File: src/rtl/sump_pkg.sv
// sump_pkg: shared definitions for the SUMP host-side UART link.
// Holds the SUMP opcode constants, the long-command flag position, the
// TX/RX state encodings and two small lane-mask helpers used by word assembly.
package sump_pkg;

  localparam logic [7:0] SUMP_RESET    = 8'h00;
  localparam logic [7:0] SUMP_RUN      = 8'h01;
  localparam logic [7:0] SUMP_ID       = 8'h02;
  localparam logic [7:0] SUMP_METADATA = 8'h04;

  // Opcodes with this bit set carry a 32-bit argument (five bytes on the wire).
  localparam int SUMP_LONG_BIT = 7;

  typedef enum logic [1:0] {
    TX_IDLE,
    TX_START,
    TX_DATA,
    TX_STOP
  } tx_state_t;

  typedef enum logic [1:0] {
    RX_IDLE,
    RX_START,
    RX_DATA,
    RX_STOP
  } rx_state_t;

  // An all-zero keep mask would never complete a word, so it means "all lanes".
  function automatic logic [3:0] effective_keep(input logic [3:0] keep);
    return (keep == 4'h0) ? 4'hF : keep;
  endfunction

  // Index of the lowest set bit; lanes fill in ascending order.
  function automatic logic [1:0] lowest_lane(input logic [3:0] mask);
    logic [1:0] lane;
    lane = 2'd0;
    for (int i = 3; i >= 0; i--) begin
      if (mask[i]) lane = 2'(i);
    end
    return lane;
  endfunction

endpackage

File: src/rtl/sump_host_if.sv
// sump_host_if: command and response bus of the SUMP host.
//   cmd_opcode/cmd_data/cmd_valid -> host, cmd_ready <- host : command handshake
//   rd_keep -> host                                          : byte-lane mask of returned samples
//   rsp_data/rsp_valid <- host                               : assembled sample words
//   rx_err <- host                                           : framing-error strobe
// master: the user of the host (issues commands). slave: sump_host itself.
interface sump_host_if;

  logic [7:0]  cmd_opcode;
  logic [31:0] cmd_data;
  logic        cmd_valid;
  logic        cmd_ready;
  logic [3:0]  rd_keep;
  logic [31:0] rsp_data;
  logic        rsp_valid;
  logic        rx_err;

  modport master (
    output cmd_opcode, cmd_data, cmd_valid, rd_keep,
    input  cmd_ready, rsp_data, rsp_valid, rx_err
  );

  modport slave (
    input  cmd_opcode, cmd_data, cmd_valid, rd_keep,
    output cmd_ready, rsp_data, rsp_valid, rx_err
  );

endinterface

File: src/rtl/sump_host_rx.sv
// sump_host_rx: 8N1 byte receiver for the SUMP host.
//   clk, rst    : system clock, asynchronous active-high reset
//   rx          : serial input, asynchronous to clk
//   byte_data   : last received byte (valid while byte_valid is high)
//   byte_valid  : one-cycle strobe, good stop bit seen
//   frame_err   : one-cycle strobe, stop bit sampled low (byte discarded)
// The line is double-synchronised; a falling edge starts a frame, which is
// confirmed half a bit later and then sampled at every bit centre.
module sump_host_rx
  import sump_pkg::*;
#(
  parameter int DIV = 16
) (
  input  logic       clk,
  input  logic       rst,
  input  logic       rx,
  output logic [7:0] byte_data,
  output logic       byte_valid,
  output logic       frame_err
);

  localparam int CW = $clog2(DIV);
  // Explicit terminal counts keep non-power-of-two DIV from wrapping early.
  localparam logic [CW-1:0] BIT_LAST  = CW'(DIV - 1);
  localparam logic [CW-1:0] HALF_LAST = CW'(DIV / 2 - 1);

  logic            rx_meta;
  logic            rx_sync;
  logic            rx_prev;
  rx_state_t       state;
  logic [CW-1:0]   cnt;
  logic [2:0]      bit_idx;
  logic [7:0]      shift;

  assign byte_data = shift;

  // NOTE: state registers use non-blocking assignments so every flop samples
  // the pre-edge values; blocking here would chain the synchronizer stages.
  always_ff @(posedge clk or posedge rst) begin
    if (rst) begin
      rx_meta    <= 1'b1;
      rx_sync    <= 1'b1;
      rx_prev    <= 1'b1;
      state      <= RX_IDLE;
      cnt        <= '0;
      bit_idx    <= 3'd0;
      shift      <= 8'h00;
      byte_valid <= 1'b0;
      frame_err  <= 1'b0;
    end else begin
      rx_meta    <= rx;
      rx_sync    <= rx_meta;
      rx_prev    <= rx_sync;
      byte_valid <= 1'b0;
      frame_err  <= 1'b0;

      case (state)
        RX_IDLE: begin
          // Edge rather than level, so a line still low after a bad stop
          // bit does not immediately open another frame.
          if (rx_prev && !rx_sync) begin
            state <= RX_START;
            cnt   <= '0;
          end
        end

        RX_START: begin
          if (cnt == HALF_LAST) begin
            cnt <= '0;
            if (rx_sync) begin
              state <= RX_IDLE;       // glitch, not a start bit
            end else begin
              state   <= RX_DATA;
              bit_idx <= 3'd0;
            end
          end else begin
            cnt <= cnt + 1'b1;
          end
        end

        RX_DATA: begin
          if (cnt == BIT_LAST) begin
            cnt   <= '0;
            shift <= {rx_sync, shift[7:1]};   // LSB arrives first
            if (bit_idx == 3'd7) begin
              state <= RX_STOP;
            end else begin
              bit_idx <= bit_idx + 3'd1;
            end
          end else begin
            cnt <= cnt + 1'b1;
          end
        end

        RX_STOP: begin
          if (cnt == BIT_LAST) begin
            cnt   <= '0;
            state <= RX_IDLE;
            if (rx_sync) byte_valid <= 1'b1;
            else         frame_err  <= 1'b1;
          end else begin
            cnt <= cnt + 1'b1;
          end
        end

        default: state <= RX_IDLE;
      endcase
    end
  end

endmodule

File: src/rtl/sump_host.sv
// sump_host: host-side end of the analyzer UART link.
//   clk, rst   : system clock, asynchronous active-high reset
//   bus        : command handshake, keep mask, sample words, framing-error strobe
//   uart_tx    : 8N1 serial out, idle high (SUMP commands: 1 or 5 bytes)
//   uart_rx    : 8N1 serial in, asynchronous (returned sample bytes)
// FREQ/BAUD set the bit period DIV = FREQ/BAUD (rounded down, at least 4).
// TX and RX run fully independently, so uart_tx may be looped to uart_rx.
module sump_host
  import sump_pkg::*;
#(
  parameter int FREQ = 50_000_000,
  parameter int BAUD = 921_600
) (
  input  logic        clk,
  input  logic        rst,
  sump_host_if.slave  bus,
  output logic        uart_tx,
  input  logic        uart_rx
);

  localparam int DIV = FREQ / BAUD;
  localparam int CW  = $clog2(DIV);
  localparam logic [CW-1:0] BIT_LAST = CW'(DIV - 1);

  // ---------------------------------------------------------------- TX path
  tx_state_t     tx_state;
  logic [CW-1:0] tx_cnt;
  logic [2:0]    tx_bit;
  logic [7:0]    tx_shift;   // byte on the wire, shifted right per data bit
  logic [31:0]   tx_rest;    // argument bytes still to send, next in [7:0]
  logic [2:0]    tx_left;    // bytes of the command not yet finished
  logic          accept;

  assign accept = bus.cmd_valid && bus.cmd_ready;

  always_ff @(posedge clk or posedge rst) begin
    if (rst) begin
      tx_state      <= TX_IDLE;
      tx_cnt        <= '0;
      tx_bit        <= 3'd0;
      tx_shift      <= 8'h00;
      tx_rest       <= 32'h0;
      tx_left       <= 3'd0;
      uart_tx       <= 1'b1;
      bus.cmd_ready <= 1'b1;
    end else begin
      case (tx_state)
        TX_IDLE: begin
          if (accept) begin
            tx_state      <= TX_START;
            tx_cnt        <= '0;
            tx_shift      <= bus.cmd_opcode;
            tx_rest       <= bus.cmd_data;
            tx_left       <= bus.cmd_opcode[SUMP_LONG_BIT] ? 3'd5 : 3'd1;
            uart_tx       <= 1'b0;
            bus.cmd_ready <= 1'b0;
          end
        end

        TX_START: begin
          if (tx_cnt == BIT_LAST) begin
            tx_state <= TX_DATA;
            tx_cnt   <= '0;
            tx_bit   <= 3'd0;
            uart_tx  <= tx_shift[0];
          end else begin
            tx_cnt <= tx_cnt + 1'b1;
          end
        end

        TX_DATA: begin
          if (tx_cnt == BIT_LAST) begin
            tx_cnt <= '0;
            if (tx_bit == 3'd7) begin
              tx_state <= TX_STOP;
              uart_tx  <= 1'b1;
            end else begin
              tx_bit   <= tx_bit + 3'd1;
              tx_shift <= {1'b0, tx_shift[7:1]};
              uart_tx  <= tx_shift[1];
            end
          end else begin
            tx_cnt <= tx_cnt + 1'b1;
          end
        end

        TX_STOP: begin
          if (tx_cnt == BIT_LAST) begin
            tx_cnt <= '0;
            if (tx_left > 3'd1) begin
              // Next argument byte follows the stop bit with no idle gap.
              tx_state <= TX_START;
              tx_left  <= tx_left - 3'd1;
              tx_shift <= tx_rest[7:0];
              tx_rest  <= {8'h00, tx_rest[31:8]};
              uart_tx  <= 1'b0;
            end else begin
              tx_state      <= TX_IDLE;
              bus.cmd_ready <= 1'b1;
            end
          end else begin
            tx_cnt <= tx_cnt + 1'b1;
          end
        end

        default: tx_state <= TX_IDLE;
      endcase
    end
  end

  // ---------------------------------------------------------------- RX path
  logic [7:0] rx_byte;
  logic       rx_byte_valid;
  logic       rx_frame_err;

  sump_host_rx #(
    .DIV (DIV)
  ) u_rx (
    .clk        (clk),
    .rst        (rst),
    .rx         (uart_rx),
    .byte_data  (rx_byte),
    .byte_valid (rx_byte_valid),
    .frame_err  (rx_frame_err)
  );

  // pending holds the lanes of the current word still to be filled; zero
  // means no word is open, so the next byte latches a fresh keep mask.
  logic [3:0]  pending;
  logic [31:0] word_buf;
  logic [3:0]  lane_mask;
  logic [1:0]  lane;
  logic [31:0] word_next;
  logic [3:0]  pending_next;

  // NOTE: every signal gets a default at the top of always_comb so no path
  // leaves it unassigned, which would otherwise infer a latch.
  always_comb begin
    lane_mask    = (pending == 4'h0) ? effective_keep(bus.rd_keep) : pending;
    lane         = lowest_lane(lane_mask);
    word_next    = word_buf;
    word_next[8*lane +: 8] = rx_byte;
    pending_next = lane_mask & ~(4'b0001 << lane);
  end

  always_ff @(posedge clk or posedge rst) begin
    if (rst) begin
      pending       <= 4'h0;
      word_buf      <= 32'h0;
      bus.rsp_data  <= 32'h0;
      bus.rsp_valid <= 1'b0;
      bus.rx_err    <= 1'b0;
    end else begin
      bus.rsp_valid <= 1'b0;
      bus.rx_err    <= rx_frame_err;   // bad byte dropped, word state untouched
      if (rx_byte_valid) begin
        if (pending_next == 4'h0) begin
          bus.rsp_data  <= word_next;
          bus.rsp_valid <= 1'b1;
          word_buf      <= 32'h0;      // unkept lanes of the next word read as zero
          pending       <= 4'h0;
        end else begin
          word_buf <= word_next;
          pending  <= pending_next;
        end
      end
    end
  end

endmodule

File: src/flat_wrapper.sv
// flat-port wrapper written by rule: the top's interface ports become plain ports
module sump_host_flat import sump_pkg::*;
#(
  parameter int FREQ = 50_000_000,
  parameter int BAUD = 921_600
)
  (clk, rst, uart_tx, uart_rx, bus_cmd_opcode, bus_cmd_data, bus_cmd_valid, bus_rd_keep, bus_cmd_ready, bus_rsp_data, bus_rsp_valid, bus_rx_err);
  sump_host_if bus_i ();
  input  logic clk;
  input  logic rst;
  output logic uart_tx;
  input  logic uart_rx;
  input wire logic [$bits(bus_i.cmd_opcode)-1:0] bus_cmd_opcode;
  input wire logic [$bits(bus_i.cmd_data)-1:0] bus_cmd_data;
  input wire logic [$bits(bus_i.cmd_valid)-1:0] bus_cmd_valid;
  input wire logic [$bits(bus_i.rd_keep)-1:0] bus_rd_keep;
  output wire logic [$bits(bus_i.cmd_ready)-1:0] bus_cmd_ready;
  output wire logic [$bits(bus_i.rsp_data)-1:0] bus_rsp_data;
  output wire logic [$bits(bus_i.rsp_valid)-1:0] bus_rsp_valid;
  output wire logic [$bits(bus_i.rx_err)-1:0] bus_rx_err;
  assign bus_i.cmd_opcode = bus_cmd_opcode;
  assign bus_i.cmd_data = bus_cmd_data;
  assign bus_i.cmd_valid = bus_cmd_valid;
  assign bus_i.rd_keep = bus_rd_keep;
  assign bus_cmd_ready = bus_i.cmd_ready;
  assign bus_rsp_data = bus_i.rsp_data;
  assign bus_rsp_valid = bus_i.rsp_valid;
  assign bus_rx_err = bus_i.rx_err;
  sump_host #(.FREQ(FREQ), .BAUD(BAUD)) u_core (.clk(clk), .rst(rst), .bus(bus_i), .uart_tx(uart_tx), .uart_rx(uart_rx));
endmodule
File: config.mk
export PLATFORM = sky130hd
export DESIGN_NAME = sump_host_flat
export DESIGN_NICKNAME = d
export VERILOG_FILES = /design/src/rtl/sump_pkg.sv /design/src/rtl/sump_host_if.sv /design/src/rtl/sump_host_rx.sv /design/src/rtl/sump_host.sv /design/src/flat_wrapper.sv
export SDC_FILE = /design/constraint.sdc
export NUM_CORES = 1
export LEC_CHECK = 0
export BUFFER_PORTS_ARGS = -buffer_cell sky130_fd_sc_hd__buf_2
export CORE_MARGIN = 1
export CORE_UTILIZATION = 40
export CTS_BUF_LIST = sky130_fd_sc_hd__clkbuf_4 sky130_fd_sc_hd__clkbuf_8
export DETAILED_ROUTE_END_ITERATION = 8
export HOLD_SLACK_MARGIN = 0.06
export SYNTH_ARGS = -nofsm -noshare
export SYNTH_HDL_FRONTEND = slang
export SYNTH_HIERARCHICAL = 1
export SYNTH_SLANG_ARGS = --single-unit
File: constraint.sdc
create_clock -name clk -period 7.3 [get_ports clk]
set_input_delay 1.095 -clock clk [delete_from_list [all_inputs] [get_ports clk]]
set_output_delay 1.095 -clock clk [all_outputs]
set_load 0.005 [all_outputs]
Yosys cells after proc, flatten, opt, wreduce, memory -nomap -nowiden
Index checks and enable logic that the tools add are counted.
{ "word_totals": {"wordCells": 156, "output_inout_bits": 36, "inputBits": 48, "regBits": 150} }
{ "classes": {"eq_ne": 26, "n_reduce_logical": 24, "addsub": 6, "bitwise_logic": 2, "n_mux": 72, "magnitude_cmp": 1, "shifts": 3} }
{ "ops": {"columns": ["cell", "count"], "rows": [
  ["$mux W32", 4],
  ["$pmux W32 S2", 1],
  ["$mux W8", 5],
  ["$neg A5 Y34", 1],
  ["$shift A8 B34 Y32 const A", 1],
  ["$shiftx A8 B34 Y32", 1],
  ["$mux W3", 11],
  ["$bwmux W32", 1],
  ["$mux W2", 15],
  ["$mux W6", 5],
  ["$pmux W8 S3", 1],
  ["$reduce_and A5 Y1", 4],
  ["$ne A2 B2 Y1 const B", 9],
  ["$pmux W3 S2", 3],
  ["$pmux W6 S3", 1],
  ["$mux W1", 17],
  ["$pmux W2 S4", 2],
  ["$add A6 B1 Y6 const B", 2],
  ["$eq A6 B6 Y1 const B", 2],
  ["$logic_not A4 Y1", 3],
  ["$mux W4", 3],
  ["$ne A2 B1 Y1 const B", 6],
  ["$pmux W6 S2", 1],
  ["$reduce_and A4 Y1", 3],
  ["21 further kinds", 32]
]} }

Logic depth before layout (Yosys ltp)
{ "logic_depth": {"ltp_word": 13, "depth_mapped": 14, "ltp_nobuf": 10} }

By module
The synthesis kept the hierarchy.
{ "by_module_without_submodules": {"columns": ["module", "area_per_inst_um2", "n_inst", "seq_area_each_um2", "cells_each"], "rows": [
  ["sump_host", 6213.5, 1, 3155.5, 557],
  ["sump_host_rx", 1158.6, 1, 604.3, 102]
]} }

Worst setup path before layout
Ideal clock, no wire load.
{ "synth_timing": {"path_kind": "in2reg", "startpoint": "input port bus_rd_keep[2]", "endpoint": "register u_core.bus.rsp_data[0]", "setup_time_ns": 0.126, "arrival_time_ns": 3.969, "path_slack_ns": 3.205, "t_required_ns": 7.174, "cell_stages": 12, "path_buffers": 3, "path_cell_list": "nor4b_1 nor4_1 a2111oi_2 ha_1 inv_1 o311a_1 or3_1 buf_6 or2_1 buf_6 buf_6 a221o_1"} }
{ "synth_between": {"elab_chain_cells": 12, "elab_cells_between_ends": 16, "cone_classes": "add/sub (1); shift (3); mux (7); bitwise (2); reduce/logical (3)"} }
{ "synth_rtl": {"columns": ["item", "line", "rtl"], "rows": [
  ["start, declared", "flat_wrapper.sv:16", "input wire logic [$bits(bus_i.rd_keep)-1:0] bus_rd_keep;"],
  ["$logic_not A4 Y1", "sump_pkg.sv:30", "return (keep == 4'h0) ? 4'hF : keep;"],
  ["$mux W4 (*)", "sump_pkg.sv:30", null],
  ["$mux W4 (*)", "sump_host.sv:139", "lane_mask = (pending == 4'h0) ? effective_keep(bus.rd_keep) : pending;"],
  ["branches (longest 9 deep; another with $neg A5 Y34)", null, null],
  ["end signal, assigned", "sump_host.sv:158", "bus.rsp_data <= word_next;"],
  ["end, declared", "sump_host_if.sv:25", "output cmd_ready, rsp_data, rsp_valid, rx_err"]
]} }
Mark *: on every way between the ends.
A chain may end at the register's enable or synchronous reset.

Worst setup path after layout
{ "layout_timing": {"startpoint": "input port bus_rd_keep[2]", "endpoint": "register u_core.word_buf[0]"} }
{ "layout_between": {"elab_chain_cells": 12, "elab_cells_between_ends": 16, "cone_classes": "add/sub (1); shift (3); mux (8); bitwise (2); reduce/logical (2)"} }
{ "layout_rtl": {"columns": ["item", "line", "rtl"], "rows": [
  ["$logic_not A4 Y1", "sump_pkg.sv:30", null],
  ["$mux W4 (*)", "sump_pkg.sv:30", null],
  ["$mux W4 (*)", "sump_host.sv:139", null],
  ["branches (longest 8 deep; another with $neg A5 Y34)", null, null],
  ["$mux W32 (*)", "sump_host.sv:157", "if (pending_next == 4'h0) begin"],
  ["end signal, assigned", "sump_host.sv:163", "word_buf <= word_next;"],
  ["end, declared", "sump_host.sv:130", "logic [31:0] word_buf;"]
]} }
Marked as above.

==> impl_table.tex <==
\begin{tabular}{lr}
\hline
Metric & Value \\
\hline
\multicolumn{2}{l}{\textbf{Die}} \\
\quad Die Y & 138 um \\
\quad Area of the placeable core & 18000 um2 \\
\quad Die Outline Area & 19000 um2 \\
\quad Row Count & 49 \\
\quad Initial core utilization & 40.9\% \\
\quad Horizontal die dimension & 138 um \\
\quad \# IOs & 84 \\
\multicolumn{2}{l}{\textbf{GRT}} \\
\quad Maximum number of pins on one net before global-route repair & 76 \\
\quad Vias in the first global route & 5583 \\
\quad Total global routing overflow & 0 \\
\quad Initial antenna violation count & 0 \\
\quad First-pass GRT wire length & 28500 um \\
\quad GRT Total Usage & 19.5\% \\
\multicolumn{2}{l}{\textbf{Detailed routing}} \\
\quad Number of nets with antenna violations after detailed routing & 0 \\
\quad Routed WL per cell & 17.9 um \\
\quad Number of violations reported at the end of detailed-routing iteration 0 & 313 \\
\quad Total vias in the final route & 5562 \\
\quad Wirelength, routed & 17200 um \\
\quad Number of search-and-repair iterations in the first detailed-routing pass & 5 \\
\quad Routed vias/inst & 5.80 \\
\quad Drt drc & 0 \\
\multicolumn{2}{l}{\textbf{Timing}} \\
\quad Relative slew slack & 6.26\% \\
\quad Unrepaired setup endpoints after global routing & false \\
\quad Tightest Pin Transition & 1.40 ns \\
\quad Period utilisation layout & 65.0\% \\
\quad Count of endpoints failing setup in the final report & 0 \\
\quad Aggregate negative setup slack & 0 ns \\
\quad Achievable clock frequency & 211 MHz \\
\quad Clk\_skew & 0.0162 ns \\
\quad Hold Violations, Final & 0 \\
\quad Fin crit period & 4.74 ns \\
\quad Final slew viol count & 0 \\
\quad Worst-case setup margin in the final layout & 2.56 ns \\
\multicolumn{2}{l}{\textbf{Critical path}} \\
\quad Worst flop-to-flop path endpoint & u\_core/word\_buf[0] \\
\quad Buffering stage count on the worst path with inverters included & 3 \\
\quad Setup slack of the most critical reg-to-reg path & 2.83 ns \\
\quad Slowest stage delay, CP & 1.03 ns \\
\quad Critical Path, Cell by Cell & buf\_2, nor4b\_1, nor4\_1, a2111oi\_2, inv\_1, ha\_1, inv\_1, o311a\_1, or3\_1, or2\_2, a32o\_1 \\
\quad Critical path launch point type & input pin \\
\quad Gate family responsible for the most delay along the worst path & simple AND/OR/NAND/NOR gates \\
\quad Cell at the slowest stage of the critical path & sky130\_fd\_sc\_hd\_\_or2\_2 \\
\quad Crit end category & flop \\
\quad Cell mode on critical path & sky130\_fd\_sc\_hd\_\_inv\_1 \\
\quad Reg2Reg Launch Point & u\_core/pending[0] \\
\quad Worst reg2reg path depth & 10 \\
\quad Crit Path Max Fanout & 65 \\
\quad Crit path DAT & 5.10 ns \\
\quad CP startpoint & bus\_rd\_keep[2] \\
\quad Crit Path Category & input pin to flop \\
\quad Worst endpoint required time & 7.66 ns \\
\multicolumn{2}{l}{\textbf{Synthesis}} \\
\quad Cell with the most instances after synthesis & sky130\_fd\_sc\_hd\_\_dfrtp\_1 \\
\quad Adder and majority gate portion of the synthesized area & 3.73\% \\
\quad Yosys top cell by area & sky130\_fd\_sc\_hd\_\_dfrtp\_1 \\
\quad Primary FF master, synth & sky130\_fd\_sc\_hd\_\_dfrtp\_1 \\
\quad Portion of the post-synthesis area used by sequential elements & 51.0\% \\
\quad Gate count of the mapped netlist & 659 \\
\quad Xor and xnor area share after synthesis & 0.119\% \\
\quad Share of the synthesized area in the top cell type & 49.2\% \\
\quad EDFF count, synth & 0 \\
\quad Multiplexer fraction of the synthesized cell area & 6.30\% \\
\quad Synth Area per Inst & 11.2 um2 \\
\quad Syn nets & 729 \\
\quad Post-synthesis share of cell area spent on and, or, nand and nor gates & 15.6\% \\
\quad Number of flip-flops and latches in the synthesized netlist & 150 \\
\quad Most instantiated cells after synthesis & sky130\_fd\_sc\_hd\_\_dfrtp\_1, sky130\_fd\_sc\_hd\_\_nand2\_1, sky130\_fd\_sc\_hd\_\_o21ai\_0 \\
\quad Area of the mapped netlist & 7370 um2 \\
\quad Yosys cell types & 65 \\
\quad Cells taking the most area after synthesis & sky130\_fd\_sc\_hd\_\_dfrtp\_1, sky130\_fd\_sc\_hd\_\_a32o\_1, sky130\_fd\_sc\_hd\_\_a221o\_1 \\
\quad Dominant combinational cell family by area after synthesis & compound AO/OA/AOI/OAI gates \\
\quad Synthesized-area fraction occupied by ao, oa, aoi and oai cells & 19.1\% \\
\quad Yosys warning total & 6 \\
\quad Fraction of synthesis flops using an asynchronous set or reset pin & 100\% \\
\multicolumn{2}{l}{\textbf{Min path}} \\
\quad Start point of the worst min-delay path & u\_core/u\_rx/frame\_err \\
\quad Destination of the worst hold path & u\_core/bus.rx\_err \\
\quad Class of the most critical hold timing path & flop to flop \\
\quad Worst Hold Path Cells & 0 \\
\multicolumn{2}{l}{\textbf{Final layout}} \\
\quad Area growth from synthesis to final layout & 12.0\% \\
\quad Share of cells above drive strength 1 & 22.2\% \\
\quad Final Net Count & 788 \\
\quad N\_diodes & 0 \\
\quad Number of fillers in the final layout & 1673 \\
\quad Post-Layout Cell Count & 959 \\
\multicolumn{2}{l}{\textbf{Clocking}} \\
\quad Post-cts hold buffer count & 0 \\
\quad H-tree levels & 4 \\
\quad CTS root buf & sky130\_fd\_sc\_hd\_\_clkbuf\_8 \\
\quad Number of buffers on the longest clock path & 2 \\
\quad CTS tree & built \\
\quad Buffer count from post-CTS setup fixing & 0 \\
\quad Insertion delay of the later-clocked pin in the worst-skew pair & 0.45 ns \\
\quad Number of instances resized during post-cts repair & 0 \\
\quad \# clock sinks & 150 \\
\quad Number of buffers added by the clock tree synthesis step & 17 \\
\quad Clock edge transition at the registers on the reported setup and hold paths & 0.07 ns \\
\multicolumn{2}{l}{\textbf{Placement}} \\
\quad Placed Instances & 928 \\
\quad HPWL Detailed & 11300 um \\
\quad Quantity of I/O buffers inserted on ports & 83 \\
\quad Dpl ws & 2.20 ns \\
\quad Last weighted congestion value of the routability-driven placer & 0.830 \\
\multicolumn{2}{l}{\textbf{Run}} \\
\quad Number of max-cap violations & 0 \\
\multicolumn{2}{l}{\textbf{Run status}} \\
\quad Outcome & finished clean \\
\multicolumn{2}{l}{\textbf{Power}} \\
\quad Share of total power in sequential cells & 55.0\% \\
\quad Worst vdd rail ir drop & 0.136 mV \\
\quad Sw Ratio & 25.3\% \\
\quad Relative contribution of the clock network to total power & 38.5\% \\
\quad Overall power consumption & 1.56 mW \\
\quad Internal power component & 1.17 mW \\
\quad Combinational share of power & 6.5\% \\
\quad Total power density per cell area & 189 nW/um2 \\
\quad Static leakage power & 3.84 nW \\
\quad Switching pwr & 397 uW \\
\hline
\end{tabular}
[cell type report]
| cell class | count | area, um2 | share of cell area [%] |
|---|---|---|---|
| Clock buffer | 19 | 262 | 3.17 |
| Clock inverter | 12 | 104 | 1.26 |
| Timing Repair Buffer | 88 | 453 | 5.48 |
| Inverter | 21 | 81.3 | 0.985 |
| Multi-Input combinational cell | 440 | 3310 | 40.1 |
| Sequential cell | 150 | 3760 | 45.5 |
| Tap cell | 229 | 287 | 3.47 |
[cell usage in the layout (no fill, tap or decap), types with 4 or more instances in the layout]
cell type	n
sky130_fd_sc_hd__dfstp_2	5
sky130_fd_sc_hd__dfrtp_1	145
sky130_fd_sc_hd__a21o_1	5
sky130_fd_sc_hd__a32o_1	33
sky130_fd_sc_hd__nand3_1	7
sky130_fd_sc_hd__buf_2	83
sky130_fd_sc_hd__clkinv_2	5
sky130_fd_sc_hd__nor4_1	4
sky130_fd_sc_hd__mux2_2	18
sky130_fd_sc_hd__nand2b_1	14
sky130_fd_sc_hd__nor3_1	9
sky130_fd_sc_hd__clkbuf_8	19
sky130_fd_sc_hd__o21ai_0	46
sky130_fd_sc_hd__inv_1	20
sky130_fd_sc_hd__o22ai_1	7
sky130_fd_sc_hd__a21oi_1	14
sky130_fd_sc_hd__nor2b_1	5
sky130_fd_sc_hd__nor4_4	4
sky130_fd_sc_hd__a221o_1	32
sky130_fd_sc_hd__nand2_1	70
sky130_fd_sc_hd__mux2i_1	25
sky130_fd_sc_hd__buf_4	5
sky130_fd_sc_hd__ha_1	21
sky130_fd_sc_hd__nor4b_1	31
sky130_fd_sc_hd__nor2_1	18
sky130_fd_sc_hd__a31oi_1	6
sky130_fd_sc_hd__a22oi_1	8
[state kept, by name, indices dropped and copies added (netlist names), named ones only]
register	count
u_core/u_rx/cnt	6
u_core/u_rx/rx_sync	1
u_core/u_rx/state	1
u_core/bus.rx_err	1
u_core/pending	4
u_core/tx_bit	3
u_core/u_rx/bit_idx	3
u_core/u_rx/rx_meta	1
u_core/uart_tx	1
u_core/bus.cmd_ready	1
u_core/tx_left	3
u_core/bus.rsp_valid	1
u_core/tx_state	2
u_core/tx_shift	8
u_core/bus.rsp_data	32
u_core/word_buf	32
u_core/u_rx/byte_data	8
u_core/tx_rest	32
u_core/u_rx/frame_err	1
u_core/u_rx/byte_valid	1
u_core/u_rx/rx_prev	1
u_core/tx_cnt	6
[worst register-to-register path, stage by stage, from the launching register on]
cell and delay, ns:
sky130_fd_sc_hd__dfrtp_1 0.50, sky130_fd_sc_hd__nor4b_1 0.44, sky130_fd_sc_hd__nor4_1 0.15, sky130_fd_sc_hd__a2111oi_2 0.73, sky130_fd_sc_hd__inv_1 0.22, sky130_fd_sc_hd__ha_1 0.28, sky130_fd_sc_hd__inv_1 0.08, sky130_fd_sc_hd__o311a_1 0.17
sky130_fd_sc_hd__or3_1 0.49, sky130_fd_sc_hd__or2_2 1.03, sky130_fd_sc_hd__a32o_1 0.33
[metrics by stage]
| step | hold WS [ns] | util [%] | area, um2 |
|---|---|---|---|
| after floorplan | 0.331 | - | 7370 |
| after global placement | 0.347 | 43.8 | 7890 |
| after detailed placement | 0.336 | 43.8 | 7890 |
| after CTS | 0.355 | 45.8 | 8260 |
| after global routing | 0.364 | 45.8 | 8260 |
| final | 0.352 | 45.8 | 8260 |
[worst max-delay path by stage]
stage                              endpoint  slack, ns  cells past startpoint
floorplan            u_core/bus.rsp_data[0]       2.85                      1
global placement         u_core/word_buf[2]       2.32                     11
detailed placement   u_core/bus.rsp_data[4]       2.20                     11
CTS                 u_core/bus.rsp_data[17]       2.67                     11
global route            u_core/word_buf[12]       2.14                     11
finish                   u_core/word_buf[0]       2.56                     11
[power by group through the flow]
| stage | clock network [mW] | logic, mW | registers [mW] |
|---|---|---|---|
| after floorplan | 0 | 0.0765 | 0.869 |
| after global placement | 0 | 0.0996 | 0.877 |
| after detailed placement | 0 | 0.102 | 0.878 |
| after CTS | 0.620 | 0.103 | 0.861 |
| after global routing | 0.663 | 0.116 | 0.865 |
| final | 0.602 | 0.101 | 0.861 |
[logic make-up after synthesis]
kind of cell             count (synthesis)
XOR/XNOR                                 1
AO/OA/AOI/OAI                          183
flip-flops                             150
AND/OR/NAND/NOR                        190
multiplexers                            44
adder cells (fa/ha/maj)                 22
buffers and inverters                   69
[routing by layer]
layer | global-route usage, % | part of all wire (%)
met1 | 26.7 | 47
met2 | 30.3 | 47
met3 | 4.34 | 4.5
met4 | 6.70 | 1.6
met5 | 0 | 0
Power figures use the tool's default switching activity.
